File: config.mk
export PLATFORM = sky130hd
export DESIGN_NAME = header_loader
export DESIGN_NICKNAME = d
export VERILOG_FILES = /design/src/rtl/header_loader.sv
export SDC_FILE = /design/constraint.sdc
export NUM_CORES = 2
export LEC_CHECK = 0
export BUFFER_PORTS_ARGS = -buffer_cell sky130_fd_sc_hd__buf_4
export CAP_MARGIN = 20
export CORE_MARGIN = 3
export CORE_UTILIZATION = 48
export CTS_CLUSTER_SIZE = 8
export DETAILED_ROUTE_END_ITERATION = 10
export GPL_TIMING_DRIVEN = 0
export PLACE_DENSITY_LB_ADDON = 0.25
export SETUP_SLACK_MARGIN = 0.5
export SYNTH_ARGS = -nofsm -noshare
export SYNTH_HDL_FRONTEND = slang
export SYNTH_SLANG_ARGS = --single-unit
export TNS_END_PERCENT = 30
File: constraint.sdc
create_clock -name clock -period 42.9 [get_ports clock]
set_input_delay 6.435 -clock clock [delete_from_list [all_inputs] [get_ports clock]]
set_output_delay 6.435 -clock clock [all_outputs]
set_load 0.1 [all_outputs]
File: src/rtl/header_loader.sv
// header_loader: assembles 80-byte block headers from a host byte stream
// and presents them to the mining control block. The shadow register
// collects the next header while the output slot presents the current
// one. A complete header that cannot be presented yet is held in the
// shadow until the slot frees up.
module header_loader #(
    parameter int HEADER_BYTES = 80,
    parameter int CNT_W        = 16
) (
    input  logic                      clock,
    input  logic                      reset,
    input  logic [7:0]                in_data,
    input  logic                      in_valid,
    output logic                      in_ready,
    input  logic                      abort,
    output logic [8*HEADER_BYTES-1:0] blockHeader,
    output logic                      header_valid,
    input  logic                      header_ack,
    output logic [6:0]                byte_count,
    output logic [CNT_W-1:0]          header_count
);

    localparam int HW = 8 * HEADER_BYTES;
    localparam logic [6:0] LAST_BYTE = 7'(HEADER_BYTES - 1);

    // LOADING: shadow is accepting bytes. HELD: shadow holds a complete
    // header waiting for the output slot.
    typedef enum logic [0:0] {
        LOADING = 1'b0,
        HELD    = 1'b1
    } loadState_t;

    loadState_t    stateR;
    logic [HW-1:0] shadowR;

    logic          acceptS;
    logic          freeS;
    logic          lastByteS;
    logic [HW-1:0] nextShadowS;

    // Handshake and slot decode; in_ready is a function of registered state only.
    always_comb begin
        in_ready    = (stateR == LOADING);
        acceptS     = in_valid & in_ready & ~abort;
        freeS       = ~header_valid | header_ack;
        lastByteS   = acceptS & (byte_count == LAST_BYTE);
        nextShadowS = {shadowR[HW-9:0], in_data};
    end

    // Shadow loading, output slot and load/hold state machine.
    always_ff @(posedge clock or posedge reset) begin
        if (reset) begin
            stateR       <= LOADING;
            shadowR      <= '0;
            byte_count   <= 7'd0;
            blockHeader  <= '0;
            header_valid <= 1'b0;
            header_count <= '0;
        end else begin
            // Byte assembly. Abort discards only a partial header; a held
            // complete header in the shadow is left untouched.
            if (abort) begin
                byte_count <= 7'd0;
                if (stateR == LOADING) begin
                    shadowR <= '0;
                end else begin
                    shadowR <= shadowR;
                end
            end else if (acceptS) begin
                shadowR    <= nextShadowS;
                byte_count <= lastByteS ? 7'd0 : (byte_count + 7'd1);
            end else begin
                shadowR    <= shadowR;
                byte_count <= byte_count;
            end

            // Output slot. A transfer into a free slot takes priority over
            // a plain ack, so an ack coinciding with a transfer leaves
            // header_valid high with no idle cycle.
            case (stateR)
                LOADING: begin
                    if (lastByteS && freeS) begin
                        blockHeader  <= nextShadowS;
                        header_valid <= 1'b1;
                        header_count <= header_count + CNT_W'(1);
                    end else if (lastByteS) begin
                        stateR <= HELD;
                    end else if (header_valid && header_ack) begin
                        header_valid <= 1'b0;
                    end else begin
                        header_valid <= header_valid;
                    end
                end
                HELD: begin
                    if (freeS) begin
                        blockHeader  <= shadowR;
                        header_valid <= 1'b1;
                        header_count <= header_count + CNT_W'(1);
                        stateR       <= LOADING;
                    end else begin
                        stateR <= HELD;
                    end
                end
                default: begin
                    stateR <= LOADING;
                end
            endcase
        end
    end

endmodule
==> out/results.txt <==
Outcome - finished clean
Synth async-reset ratio - 100%
Reg power frac - 48.2%
Post-Synthesis Cell Area - 53400 um2
Crit path top cell by count - buf_12
DR DRC count - 0
Htree depth - 4
Slew Viols, Final - 0
Number of nets in the layout - 5302
Overall Power - 0.00256 W
Slowest-stage cell, CP - clkinvlp_4
Clk_skew - 0.0309 ns
Antenna viol nets, final - 0
Main synth FF type - dfrtp_1
Crit path time final - 8.46 ns
Power Density - 38.9 nW/um2
Worst Hold End - header_count[15]
Post-route setup TNS - 0 ns
Sequential-to-total area share from yosys stat - 61.2%
Sink Count - 1305
Post-CTS sizing - 0
Global-route wire length before repair - 255 mm
Max FO, Critical Path - 42
Worst setup path class - in2async
Finished Core Util - 60.1%
Reg2reg start - byte_count[0]
Grt total ovfl - 0
Core Area - 110000 um2
Post CTS Setup Buffer Count - 0
Initial Util - 48.7%
Io pins - 678
Rows - 121
Via density - 6.00
Number of DRC markers in iteration 0 - 3274
Switching power - 0.000556 W
CP cell instances - buf_4, clkinvlp_4, buf_12, buf_12, buf_12, buf_12, buf_12, buf_12, buf_12, buf_12, buf_12
Maximum clock frequency - 118 MHz
WP data required - 43.85 ns
Worst-case reg-to-reg path depth - 8
Largest net degree at the start of global routing - 45
Syn_area_per_cell - 12.2 um2
Ys Warns - 0
Cells after DPL - 6579
Final Hold Viols - 0
Period utilization - 19.7%
Hold path startpoint - header_count[15]
Share of cells above drive strength 1 - 18.3%
Net Sw Frac - 21.7%
Worst-path clk slew - 0.05 ns
Clk Tree Root Cell - clkbuf_16
Routed wire length - 165 mm
Die W - 339 um
Total GRT Usage - 28.3%
Reg-to-Reg End - blockHeader[479]
Skew-Pair Late Insertion Delay - 0.77 ns
CTS tree - built
Vias after detailed routing - 40700
Worst path arrival time - 9.40 ns
# hold bufs at CTS - 0
Clock power share - 49.3%
Post-synth net total - 4403
Crit path capture type - async pin
Crit start category - input pin
Cts bufs inserted - 181
Non-Filler Instances - 6778
Unrepaired setup endpoints after global routing - false
Combinational Power Share - 2.4%
Clock Tree Buf Depth - 3
Internal power - 0.00201 W
Most common cell after layout, fill and taps aside - dfrtp_1
Port bufs - 676
Post-synth EDFFs - 0
Worst R2R Setup Slack - 39.60 ns
Setup Viol. Count Final - 0
Netlist cell types - 34
Leakage - 28.9 nW
Hold WC Path Type - reg2reg
Antenna violations before repair - 2
Cells after Synth - 4388
Slew Limit Headroom - 25.6%
Synthesis-to-finish area growth - 23.5%
WL per Instance - 24.4 um
Number of global-route vias before repair - 41100
Most frequent cells in the layout - dfrtp_1, o21ai_0, buf_4
Worst-margin pin slew - 1.12 ns
First drt pass iteration count - 6
Chip height - 339 um
Post-DP HPWL - 119 mm
Synth Register Bits - 1305
Hold depth - 1
Max_cap viols - 0
Placer Congestion - 0.882
Max VDD drop - 0.0312 mV
Max stage delay on crit path - 0.38 ns
Diodes inserted - 0
Die area - 115000 um2
Fillers - 8965
==> cell families after synthesis <==
kind of cell | share of synthesized area, %
compound gates | 22.6
xor+xnor | 0.279
fa+ha+maj | 0.0469
buf+inv | 3.23
flops | 61.2
mux | 12.0
simple gates | 0.628
==> Yosys cell counts (7+ instances only) <==
master,instances,area share (%)
a22o_1,640,11
buf_2,52,0.49
clkbuf_1,369,2.6
dfrtp_1,1305,61
mux2i_1,640,12
nand2_1,10,0.070
nand3_1,7,0.066
nor2_1,7,0.049
nor3_1,8,0.075
o21ai_0,883,8.3
o21ai_1,400,3.8
xor2_1,15,0.25
==> through the flow <==
| stage | instance area [um2] | hold WS, ns | worst slack [ns] |
|---|---|---|---|
| finish | 65900 | 0.475 | 34.44 |
| global route | 65900 | 0.491 | 34.12 |
| CTS | 65900 | 0.469 | 34.39 |
| detailed placement | 61100 | 0.459 | 33.58 |
| global placement | 60300 | 0.459 | 11.49 |
| floorplan | 53400 | 0.473 | 18.42 |
==> power groups by stage <==
stage                     clock network (W)   logic, W  registers (W)
after floorplan                           0  0.0000364        0.00126
after global placement                    0  0.0000540        0.00126
after detailed placement                  0  0.0000633        0.00126
after CTS                           0.00128  0.0000635        0.00124
after global routing                0.00134  0.0000696        0.00123
final                               0.00126  0.0000622        0.00124
==> worst max path at each step <==
| stage | from | endpoint | cells after the start |
|---|---|---|---|
| 3_5_place_dp | reset | blockHeader[317] | 11 |
| 6_report | reset | shadowR[379] | 11 |
| 4_1_cts | reset | blockHeader[318] | 11 |
| 3_3_place_gp | reset | blockHeader[315] | 2 |
| 2_1_floorplan | reset | blockHeader[0] | 1 |
| 5_1_grt | reset | shadowR[318] | 11 |
==> registers in the layout, indices dropped and copies added (netlist names) <==
signal / count
blockHeader: 640
byte_count: 7
header_valid: 1
stateR: 1
header_count: 16
shadowR: 640
==> worst max-delay path, delay by kind of cell <==
kind | cells | cell delay, ns
buffers and inverters | 11 | 2.85
==> routing by layer <==
layer | vias up | part of all wire [%] | GRT usage (%)
met3 | 305 | 6.7 | 6.59
met4 | 0 | 4.1 | 11.4
met5 | - | 0 | 0
li1 | 18100 | - | -
met2 | 1362 | 46 | 44.0
met1 | 20900 | 43 | 38.7
==> final cells by class <==
class	instances	area (um2)	area share, %
Sequential cell	1305	32700	49.5
Multi-Input combinational cell	2649	19000	28.8
Timing Repair Buffer	716	5870	8.90
Clock buffer	189	4690	7.11
Tap cell	1476	1850	2.80
Buffer	431	1710	2.60
Clock inverter	9	115	0.175
Inverter	3	15.0	0.0228
Power figures use the tool's default switching activity.
